### config.mk
export PLATFORM = sky130hd
export DESIGN_NAME = event_rx
export DESIGN_NICKNAME = d
export VERILOG_FILES = /design/src/rtl/event_rx.sv
export SDC_FILE = /design/constraint.sdc
export NUM_CORES = 1
export LEC_CHECK = 0
export ABC_CLOCK_PERIOD_IN_PS = 4800
export BUFFER_PORTS_ARGS = -buffer_cell sky130_fd_sc_hd__buf_2
export CAP_MARGIN = 20
export CORE_ASPECT_RATIO = 1.5
export CORE_MARGIN = 2
export CORE_UTILIZATION = 35
export DETAILED_ROUTE_END_ITERATION = 8
export GPL_ROUTABILITY_DRIVEN = 0
export PLACE_DENSITY_LB_ADDON = 0.05
export SLEW_MARGIN = 15
export SYNTH_ARGS = -nofsm -noshare
export SYNTH_HDL_FRONTEND = slang
export SYNTH_SLANG_ARGS = --single-unit
### constraint.sdc
create_clock -name clk_i -period 4.8 [get_ports clk_i]
set_clock_uncertainty 0.15 [all_clocks]
set_input_delay 0.72 -clock clk_i [delete_from_list [all_inputs] [get_ports clk_i]]
set_output_delay 0.72 -clock clk_i [all_outputs]
set_load 0.005 [all_outputs]
### src/rtl/event_rx.sv
// Receiver for the row/column event arbiter: validates grant/event agreement and
// buffers decoded events in a FWFT FIFO. Define EVT_TIMESTAMP_EN to timestamp entries.
module event_rx #(
  parameter int ROWS     = 8,
  parameter int COLS     = 8,
  parameter int POLARITY = 2,
  parameter int ROW_W    = $clog2(ROWS),
  parameter int COL_W    = $clog2(COLS),
  parameter int WIDTH    = ROW_W + COL_W + POLARITY,
  parameter int DEPTH    = 8,
  parameter int TS_W     = 16
) (
  input  logic                          clk_i,
  input  logic                          reset_i,
  input  logic [ROWS-1:0][COLS-1:0]     gnt_i,
  input  logic [WIDTH-1:0]              data_i,
  input  logic                          evt_ready_i,
  output logic                          evt_valid_o,
  output logic [ROW_W-1:0]              evt_row_o,
  output logic [COL_W-1:0]              evt_col_o,
  output logic [POLARITY-1:0]           evt_pol_o,
  output logic [TS_W-1:0]               evt_ts_o,
  output logic [$clog2(DEPTH):0]        fifo_count_o,
  output logic                          overflow_o,
  output logic                          err_o,
  output logic [7:0]                    drop_cnt_o
);

  localparam int PTR_W = $clog2(DEPTH);
  localparam int CNT_W = PTR_W + 1;
  localparam int CELLS = ROWS * COLS;
`ifdef EVT_TIMESTAMP_EN
  localparam int ENTRY_W = WIDTH + TS_W;
`else
  localparam int ENTRY_W = WIDTH;
`endif

  logic [ROW_W-1:0]    in_row;
  logic [COL_W-1:0]    in_col;
  logic [POLARITY-1:0] in_pol;
  logic [CELLS-1:0]    gnt_flat;
  logic [CELLS-1:0]    gnt_expect;
  logic                evt_present;
  logic                pol_ok;
  logic                well_formed;

  logic [ENTRY_W-1:0]  mem [DEPTH];
  logic [ENTRY_W-1:0]  wdata;
  logic [ENTRY_W-1:0]  head_q;
  logic [ENTRY_W-1:0]  head_next;
  logic [PTR_W-1:0]    wr_ptr_q;
  logic [PTR_W-1:0]    rd_ptr_q;
  logic [PTR_W-1:0]    rd_ptr_next;
  logic [CNT_W-1:0]    count_q;
  logic [CNT_W-1:0]    count_next;
  logic                full;
  logic                push;
  logic                pop;
  logic                overflow_q;
  logic                err_q;
  logic [7:0]          drop_q;

  assign in_row   = data_i[WIDTH-1 -: ROW_W];
  assign in_col   = data_i[WIDTH-1-ROW_W -: COL_W];
  assign in_pol   = data_i[POLARITY-1:0];
  assign gnt_flat = gnt_i;

  // The grant must be exactly the single bit addressed by the event word;
  // this one comparison covers both one-hotness and position agreement.
  always_comb begin
    gnt_expect = '0;
    for (int r = 0; r < ROWS; r++) begin
      for (int c = 0; c < COLS; c++) begin
        gnt_expect[r*COLS + c] = (int'(in_row) == r) && (int'(in_col) == c);
      end
    end
  end

  assign evt_present = |gnt_flat;
  assign pol_ok      = (in_pol == POLARITY'(2'b10)) || (in_pol == POLARITY'(2'b01));
  assign well_formed = (gnt_flat == gnt_expect) && pol_ok;

  assign full        = (count_q == CNT_W'(DEPTH));
  assign pop         = evt_valid_o && evt_ready_i;
  assign push        = evt_present && well_formed && (!full || pop);
  assign rd_ptr_next = pop ? rd_ptr_q + PTR_W'(1) : rd_ptr_q;
  assign count_next  = count_q + CNT_W'(push) - CNT_W'(pop);

`ifdef EVT_TIMESTAMP_EN
  logic [TS_W-1:0] ts_q;

  always_ff @(posedge clk_i or posedge reset_i) begin
    if (reset_i) begin
      ts_q <= '0;
    end else begin
      ts_q <= ts_q + TS_W'(1);
    end
  end

  assign wdata    = {in_row, in_col, in_pol, ts_q};
  assign evt_ts_o = head_q[TS_W-1:0];
`else
  assign wdata    = {in_row, in_col, in_pol};
  assign evt_ts_o = '0;
`endif

  // Storage carries no reset; emptiness is tracked solely by the pointers and count.
  always_ff @(posedge clk_i) begin
    if (push) begin
      mem[wr_ptr_q] <= wdata;
    end
  end

  // Head register: takes the entry being written when it lands in the next head slot.
  always_comb begin
    head_next = mem[rd_ptr_next];
    if (push && (wr_ptr_q == rd_ptr_next)) begin
      head_next = wdata;
    end
  end

  always_ff @(posedge clk_i or posedge reset_i) begin
    if (reset_i) begin
      wr_ptr_q <= '0;
      rd_ptr_q <= '0;
      count_q  <= '0;
      head_q   <= '0;
    end else begin
      if (push) begin
        wr_ptr_q <= wr_ptr_q + PTR_W'(1);
      end
      rd_ptr_q <= rd_ptr_next;
      count_q  <= count_next;
      if (count_next != '0) begin
        head_q <= head_next;
      end
    end
  end

  always_ff @(posedge clk_i or posedge reset_i) begin
    if (reset_i) begin
      overflow_q <= 1'b0;
      err_q      <= 1'b0;
      drop_q     <= '0;
    end else begin
      if (evt_present && !well_formed) begin
        err_q <= 1'b1;
      end
      if (evt_present && well_formed && !push) begin
        overflow_q <= 1'b1;
      end
      if (evt_present && !push && (drop_q != 8'hFF)) begin
        drop_q <= drop_q + 8'd1;
      end
    end
  end

  assign evt_valid_o  = (count_q != '0);
  assign evt_row_o    = head_q[ENTRY_W-1 -: ROW_W];
  assign evt_col_o    = head_q[ENTRY_W-1-ROW_W -: COL_W];
  assign evt_pol_o    = head_q[ENTRY_W-1-ROW_W-COL_W -: POLARITY];
  assign fifo_count_o = count_q;
  assign overflow_o   = overflow_q;
  assign err_o        = err_q;
  assign drop_cnt_o   = drop_q;

endmodule

==> results.toml, run 1 <==
[outcome]
outcome = "finished clean"

[global_route]
grt_first_pass_wirelength_mm = 32.5
grtUsageTotal_pct = 22.6
grt-ovfl-total = 0
grt_max_degree = 33
grt_pass1_vias = 5751
antenna_found_initial = 0

[power_and_ir_drop]
p_total_mw = 2.91
ir_drop_mv = 0.272
power_density_nw_per_um2 = 391
p_leak_nw = 2.93

[placement]
placed_area_um2 = 7150
pre_cts_slack_ns = -0.198
dp_hpwl_mm = 16.8
io_buffers = 97
place_inst = 983

[clocking]
clkTransAtPathRegs_ns = 0.06
ctsRootBufferMaster = "clkbuf_16"
cts_made_buffers = 9
insertion_delay_ns = 0.35
cts_tree = "yes"
cts_htree_levels = 3
cts_hold_buf = 0
ctsLongestPathBuffers = 2
clock-sinks = 92

[yosys]
ys_seq_elements = 92
synth.most_common_cell = "nand2_1"
synth_edf_count = 64
netlist.area_leader.share_pct = 31.3
synth_warnings = 0
synth.yosys.seq_area_share_pct = 42.7
ys_async_sr_fraction_pct = 30.4
yosys-top-cells-area = "edfxtp_1, dfrtp_1, nand2_1, nand3_1, nand4_1"
yosysTopAreaCell = "edfxtp_1"
syn-cell-area_um2 = 6140
synth_cell_types = 85
netlist_top_cells_count = "nand2_1, edfxtp_1, nand3_1"
synth.avg_cell_area_um2 = 9.61
synthCells = 639
yosys_most_used_dff = "edfxtp_1"

[timing]
rsz0062_at_grt = "false"
tns_ns = 0
max_clock_freq_ghz = 0.217
setup_ws_ns = 0.183
finalSetupViolCount = 0
fin_crit_ns = 4.62
worst_slew_pin_slew_ns = 0.973
fin_crit_sh_pct = 96.2
slew_headroom_pct = 35.1
hold_viol = 0
final-max-slew-violation-count = 0

[drt]
wl_per_cell_um = 21.1
firstDrtPassIters = 4
routed_wl_mm = 21.1
antenna_left = 0
viasPerCell = 5.72
drtIter0Drc = 254
vias = 5710
drc = 0

[floorplanning]
dieHeight_um = 166
dieArea_um2 = 18700
die_w_um = 112
rows = 59
core_area_um2 = 17300
initial_core_util_pct = 35.6
pin_count = 114

[layout]
fin_nets = 865
num_antenna_cells = 0
design_area_um2 = 7450
final_cells = 999
area_growth_pct = 21.3
drive_gt1_share_pct = 27.5

[worst_hold_path]
hold_path_class = "input pin to async pin"

[setup_path]
worst_ep_required_time_ns = 4.88
crit_fanout = 16
startpoint_type = "input pin"
crit_type = "input pin to flip-flop"
worstPathArrival_ns = 4.70
end_kind = "flip-flop"

[run]
drv_cap = 0
-- state kept, by name, summed over array words and instances, names as in the netlist --
| name | cells |
|---|---|
| overflow_o | 1 |
| mem | 64 |
| head_q | 8 |
| rd_ptr_q | 3 |
| drop_cnt_o | 8 |
| wr_ptr_q | 3 |
| err_o | 1 |
| fifo_count_o | 4 |
-- cells in the final DEF, fill, tap and decap left out, types with 6 or more instances in the layout --
| master | synthesis | routed |
|---|---|---|
| o41ai_1 | 7 | 7 |
| ha_1 | 8 | 7 |
| nand2_1 | 99 | 99 |
| inv_1 | 12 | 12 |
| or4_1 | 7 | 7 |
| buf_4 | 21 | 73 |
| nor3b_1 | 6 | 6 |
| nand2b_1 | 12 | 12 |
| dfrtp_1 | 28 | 28 |
| o21ai_0 | 36 | 35 |
| xor2_1 | 11 | 11 |
| o31ai_1 | 6 | 6 |
| nor3_1 | 15 | 14 |
| conb_1 | 1 | 16 |
| nand4_1 | 29 | 29 |
| nor2_1 | 28 | 27 |
| or3_1 | 19 | 19 |
| nand3_1 | 46 | 46 |
| mux2i_1 | 6 | 6 |
| nand3b_1 | 6 | 6 |
| nor4_1 | 19 | 19 |
| a21oi_1 | 10 | 10 |
| o22a_1 | 8 | 8 |
| buf_2 | 6 | 97 |
| clkbuf_16 | 0 | 9 |
| edfxtp_1 | 64 | 64 |
-- path summary, 6_finish.rpt --
path / start / to / slack [ns] / cells past startpoint
max: data_i[7] / head_q[7]$_DFFE_PP0P_ / 0.18 / 15
max in group asynchronous: reset_i / head_q[5]$_DFFE_PP0P_ / 3.91 / 3
max reg2reg: fifo_count_o[2]$_DFF_PP0_ / head_q[7]$_DFFE_PP0P_ / 1.43 / 10
min in group clk_i: err_o$_DFFE_PP0P_ / err_o$_DFFE_PP0P_ / 0.32 / 1
min: reset_i / drop_cnt_o[5]$_DFFE_PP0P_ / 0.29 / 3
min reg2reg: err_o$_DFFE_PP0P_ / err_o$_DFFE_PP0P_ / 0.32 / 1
-- worst max-delay path, cell delays in order --
cell and delay (ns):
buf_2 0.11, buf_4 0.16, buf_4 0.16, or4b_4 0.55
o21ai_1 0.15, nand4_1 0.21, nor4_4 0.43, nand4_4 0.15
nor3_2 0.19, nand2_1 0.14, mux2i_1 0.19, ha_2 0.21
fa_1 0.43, or4_4 0.67, o22a_1 0.24
-- timing repair --
| action | in CTS | in global routing |
|---|---|---|
| endpoints found under the setup margin | 0 | 8 |
| buffers inserted | 0 | 0 |
| endpoints found under the hold margin | 0 | 0 |
| resized for setup | 0 | 2 |
-- power by group --
group,switching [mW],internal [mW]
registers,0.0490,0.928
clock network,0.299,0.401
logic,0.768,0.469
-- area by class of cell --
type                            count  area, um^2
Multi-Input combinational cell    493        3130
Fill cell                        1733        9820
Clock inverter                      7        66.3
Sequential cell                    92        2620
Clock buffer                        9         225
Tap cell                          213         267
Timing Repair Buffer              173        1090
Inverter                           12        45.0
-- through the flow --
step                      util (%)  hold WS, ns
after floorplan                  -        0.301
after global placement        41.4        0.292
after detailed placement      41.4        0.307
after CTS                     43.1        0.300
after global routing          43.1        0.324
final                         43.1        0.285
-- metal layers --
layer / GRT usage [%] / part of all wire (%) / vias up
met4: 12.5 / 5.6 / 0
met1: 25.4 / 38 / 2756
met3: 2.74 / 4.3 / 62
met2: 40.7 / 52 / 222
met5: 0 / 0 / -
li1: - / - / 2670
-- cells by family after synthesis --
family,share of synthesized area (%)
and+or+nand+nor,31.2
AOI/OAI and AO/OA,11.5
DFF,42.7
buffers and inverters,7.88
xor gates and xnor gates,2.73
muxes,1.96
adders and majority gates,1.96
other,0.0610
No activity file was read; power rests on OpenSTA's default activity.
==> run 2, diff against run 1 <==
==> constraint.sdc (replaced) <==
create_clock -name clk_i -period 4.8 [get_ports clk_i]
set_clock_uncertainty 0.15 [all_clocks]
set_input_delay 0.48 -clock clk_i [delete_from_list [all_inputs] [get_ports clk_i]]
set_output_delay 0.48 -clock clk_i [all_outputs]
set_load 0.005 [all_outputs]
==> run 2 against run 1 <==
Net effect: sequential share of layout area increased by 0.42 points; cell area fell by 1.2%; via count down 0.21%; final cell count is 1.3% lower; clock power up 3%; first-iteration DRC count grew 14%; setup slack gained 0.0024 ns; critical path depth up 1; power grew 2.0%; core utilization down 0.51 points; global-route usage increased by 0.46 points; largest cell class unchanged; flip-flop and latch count stayed put.
==> results.toml, run 2 (synthesis gave the netlist of run 1 again) <==
[drt]
drc = 0
wl_per_cell_um = 21.8
firstDrtPassIters = 5
antenna_left = 0
routed_wl_mm = 21.5
viasPerCell = 5.78
vias = 5698
drtIter0Drc = 289

[floorplanning]
initial_core_util_pct = 35.6
core_area_um2 = 17300
dieHeight_um = 166
die_w_um = 112
dieArea_um2 = 18700
rows = 59
pin_count = 114

[timing]
fin_crit_ns = 4.61
final-max-slew-violation-count = 0
max_clock_freq_ghz = 0.217
slew_headroom_pct = 38.5
rsz0062_at_grt = "false"
finalSetupViolCount = 0
worst_slew_pin_slew_ns = 0.922
hold_viol = 0
fin_crit_sh_pct = 96.1
tns_ns = 0

[setup_path]
cpMaxStageDelayCell = "or4_2"
crit_fanout = 16
worst_ep_required_time_ns = 4.92
worstPathCellList = "buf_2, or4b_1, nor2_2, mux2_2, o21ai_0, buf_4, or4b_4, nor3_4, nand2_2, mux2i_1, ha_2, fa_1, or4_2, buf_6, o41ai_1, o22a_1"
worstPathArrival_ns = 4.73
cp.buffers_inverters = 3
crit_type = "input pin to flip-flop"
end_kind = "flip-flop"
critPathMaxStageDelay_ns = 0.69
startpoint_type = "input pin"
crit_family = "simple AND/OR/NAND/NOR gates"

[clocking]
ctsLongestPathBuffers = 2
postCtsSetupRepairBufs = 0
clock-sinks = 92
cts_htree_levels = 3
cts_made_buffers = 9
ctsRootBufferMaster = "clkbuf_16"
insertion_delay_ns = 0.34
cts_tree = "yes"
clkTransAtPathRegs_ns = 0.07

[global_route]
grt_max_degree = 36
grtUsageTotal_pct = 23.0
grt_pass1_vias = 5662
grt_first_pass_wirelength_mm = 33.1
antenna_found_initial = 0
grt-ovfl-total = 0

[placement]
dp_hpwl_mm = 16.7
place_inst = 969
io_buffers = 97

[layout]
area_growth_pct = 19.8
fill_cells = 1756
largest_reg_flops = 64
layout_common_cells = "nand2_1, buf_2, edfxtp_1"
multi_input_area_um2 = 3140
final_core_util_pct = 42.6
final_cells = 986
final_common_cell = "nand2_1"
top_register = "mem"
drive_gt1_share_pct = 26.6
num_antenna_cells = 0
fin_nets = 852
seq_area_um2 = 2620

[power_and_ir_drop]
p_leak_nw = 2.89
p_total_mw = 2.97
ir_drop_mv = 0.443
power_density_nw_per_um2 = 404

[worst_hold_path]
hold_path_class = "input pin to async pin"

[run]
drv_cap = 0

[outcome]
outcome = "finished clean"
## run 2: cell count changes in the layout (fill, tap and decap cells not counted), moves of 2 or more
cell	change
buf_12	-3
buf_4	-13
clkinv_1	-2
clkinv_4	+2
clkinvlp_4	-2
## run 2: path summary, 6_finish.rpt
| kind | endpoint | startpoint | cells past startpoint | slack, ns |
|---|---|---|---|---|
| hold / removal | fifo_count_o[3]$_DFF_PP0_ | reset_i | 2 | 0.06 |
| max in group asynchronous | head_q[3]$_DFFE_PP0P_ | reset_i | 3 | 3.90 |
| hold reg to reg | err_o$_DFFE_PP0P_ | err_o$_DFFE_PP0P_ | 1 | 0.30 |
| setup reg to reg | head_q[7]$_DFFE_PP0P_ | fifo_count_o[2]$_DFF_PP0_ | 12 | 1.26 |
| min in group clk_i | err_o$_DFFE_PP0P_ | err_o$_DFFE_PP0P_ | 1 | 0.30 |
| setup / recovery | head_q[7]$_DFFE_PP0P_ | data_i[7] | 16 | 0.19 |
## run 2: repair_timing
item                       4_1_cts  5_1_grt
gates resized for setup          0        9
hold buffers                     0        0
setup endpoints to repair        0        8
## run 2: layout make-up
class                           count  share of cell area [%]
Clock buffer                       10                    3.11
Clock inverter                      6                   0.952
Inverter                           12                   0.612
Multi-Input combinational cell    493                    42.6
Sequential cell                    92                    35.6
Tap cell                          213                    3.62
Timing Repair Buffer              160                    13.4
## run 2: power by group
part | switching (mW) | leakage [nW] | internal, mW | total, mW
registers | 0.0666 | 0.905 | 0.927 | 0.994
clock network | 0.309 | 0.147 | 0.409 | 0.718
logic | 0.753 | 1.83 | 0.507 | 1.26
total | 1.13 | 2.89 | 1.84 | 2.97
## run 2: through the flow
| step | area [um^2] | setup WS (ns) | hold slack, ns |
|---|---|---|---|
| 2_1_floorplan | 6190 | 0.0425 | 0.301 |
| 3_3_place_gp | 6980 | -0.212 | 0.288 |
| 3_5_place_dp | 6990 | -0.333 | 0.290 |
| 4_1_cts | 7290 | 0.0175 | 0.0633 |
| 5_1_grt | 7360 | 0.0205 | 0.0953 |
| 6_report | 7360 | 0.186 | 0.0553 |
## run 2: per-layer routing
layer	global-route usage, %	part of all wire [%]	up-vias
li1	-	-	2656
met1	27.1	38	2752
met2	41.2	52	235
met3	2.30	4.7	55
met4	11.6	5.4	0
met5	0	0	-
==> run 3, diff against run 2 <==
--- a/config.mk
+++ b/config.mk
@@ -14,6 +14,7 @@
 export DETAILED_ROUTE_END_ITERATION = 8
 export GPL_ROUTABILITY_DRIVEN = 0
 export PLACE_DENSITY_LB_ADDON = 0.05
+export RECOVER_POWER = 25
 export SLEW_MARGIN = 15
 export SYNTH_ARGS = -nofsm -noshare
 export SYNTH_HDL_FRONTEND = slang
==> constraint.sdc (replaced) <==
create_clock -name clk_i -period 4.8 [get_ports clk_i]
set_clock_uncertainty 0.15 [all_clocks]
set_input_delay 0.48 -clock clk_i [delete_from_list [all_inputs] [get_ports clk_i]]
set_output_delay 0.48 -clock clk_i [all_outputs]
set_load 0.02 [all_outputs]
==> run 3 against run 2 <==
Net effect: non-clock buffer count unchanged; worst hold slack worse by 0.017 ns; power up 2.2%.
==> results.toml, run 3 (synthesis gave the netlist of run 1 again) <==
[outcome]
outcome = "finished clean"

[setup_path]
critical_path.startpoint = "data_i[7]"
setup.worst_path.end = "head_q[7]$_DFFE_PP0P_"
regToRegEndpoint = "head_q[7]$_DFFE_PP0P_"
startpoint_type = "input pin"
r2r_start = "fifo_count_o[2]$_DFF_PP0_"
worstPathArrival_ns = 4.73
r2r_cells = 12
r2r_setup_slack_ns = 1.26
crit_fanout = 16
end_kind = "flip-flop"
crit_type = "input pin to flip-flop"
worst_ep_required_time_ns = 4.92

[timing]
fin_crit_ns = 4.61
slew_headroom_pct = 38.8
fin_crit_sh_pct = 96.1
max_clock_freq_ghz = 0.217
final-max-slew-violation-count = 0
finalSetupViolCount = 0
worst_slew_pin_slew_ns = 0.918
rsz0062_at_grt = "false"
setup_ws_ns = 0.187
hold_viol = 0

[power_and_ir_drop]
ir_drop_mv = 0.441
p_total_mw = 3.04
p_leak_nw = 2.87
power_density_nw_per_um2 = 414

[placement]
io_buffers = 97
place_inst = 969
dp_hpwl_mm = 16.7
pre_cts_slack_ns = -0.333
placed_area_um2 = 6990

[global_route]
grt_first_pass_wirelength_mm = 33.1
grt_max_degree = 36
grtUsageTotal_pct = 23.0
grt_pass1_vias = 5662
grt-ovfl-total = 0
antenna_found_initial = 0

[layout]
final_cells = 986
area_growth_pct = 19.5
largest_reg_flops = 64
design_area_um2 = 7340
num_antenna_cells = 0
layout_common_cells = "nand2_1, buf_2, edfxtp_1"
drive_gt1_share_pct = 26.0
fin_nets = 852
final_common_cell = "nand2_1"
top_register = "mem"

[clocking]
clkTransAtPathRegs_ns = 0.07
clock-sinks = 92
ctsRootBufferMaster = "clkbuf_16"
ctsLongestPathBuffers = 2
postCtsSetupRepairBufs = 0
cts_made_buffers = 9
cts_resized = 0
cts_tree = "yes"
cts_htree_levels = 3
cts_hold_buf = 0
insertion_delay_ns = 0.34

[drt]
drc = 0
viasPerCell = 5.78
antenna_left = 0
drtIter0Drc = 267
wl_per_cell_um = 21.8
routed_wl_mm = 21.5
vias = 5702
firstDrtPassIters = 5

[floorplanning]
rows = 59
dieArea_um2 = 18700
dieHeight_um = 166
pin_count = 114
initial_core_util_pct = 35.6
core_area_um2 = 17300
die_w_um = 112

[run]
drv_cap = 0

[worst_hold_path]
hold_path_class = "input pin to async pin"
==> run 3: cell count changes in the layout (fill, tap and decap cells not counted) <==
cell and delta:
buf_4 -2, buf_2 -2, clkbuf_1 +5, buf_8 -1
==> run 3: power by group <==
| part | internal, mW | total (mW) | switching (mW) | leakage (nW) |
|---|---|---|---|---|
| sequential | 0.927 | 0.995 | 0.0672 | 0.905 |
| clock | 0.409 | 0.717 | 0.308 | 0.147 |
| combinational | 0.506 | 1.33 | 0.820 | 1.81 |
| total | 1.84 | 3.04 | 1.20 | 2.87 |
==> run 3: critical path, stage by stage <==
cell	delay (ns)
buf_2	0.12
or4b_1	0.57
nor2_2	0.15
mux2_2	0.33
o21ai_0	0.15
buf_4	0.14
or4b_4	0.48
nor3_4	0.21
nand2_2	0.11
mux2i_1	0.18
ha_2	0.23
fa_1	0.43
or4_2	0.69
buf_6	0.18
o41ai_1	0.08
o22a_1	0.18
==> run 3: layout make-up <==
cell class	count	area, um^2
fill	1761	9930
clock inverter	6	70.1
sequential	92	2620
inverter	12	45.0
timing repair buffer	160	968
tap	213	267
multi-input combinational	493	3140
clock buffer	10	229
==> run 3: routing by layer <==
layer	wire (um)	global-route usage [%]
met1	8260	27.1
met2	11100	41.2
met3	985	2.30
met4	1160	11.6
met5	0	0
==> run 3: metrics by stage <==
stage | utilization [%] | TNS, ns | hold slack, ns
after floorplan | - | 0 | 0.350
after global placement | 40.4 | -1.69 | 0.288
after detailed placement | 40.5 | -2.55 | 0.290
after CTS | 42.2 | 0 | 0.0633
after global routing | 42.5 | 0 | 0.0772
final | 42.5 | 0 | 0.0383
==> run 3: how the worst min path moves through the flow <==
stage | from | endpoint | depth (start not counted)
finish | reset_i | fifo_count_o[3]$_DFF_PP0_ | 2
global route | reset_i | fifo_count_o[3]$_DFF_PP0_ | 2
CTS | reset_i | fifo_count_o[3]$_DFF_PP0_ | 2
detailed placement | err_o$_DFFE_PP0P_ | err_o$_DFFE_PP0P_ | 1
global placement | err_o$_DFFE_PP0P_ | err_o$_DFFE_PP0P_ | 1
floorplan | wr_ptr_q[0]$_DFFE_PP0P_ | wr_ptr_q[0]$_DFFE_PP0P_ | 1
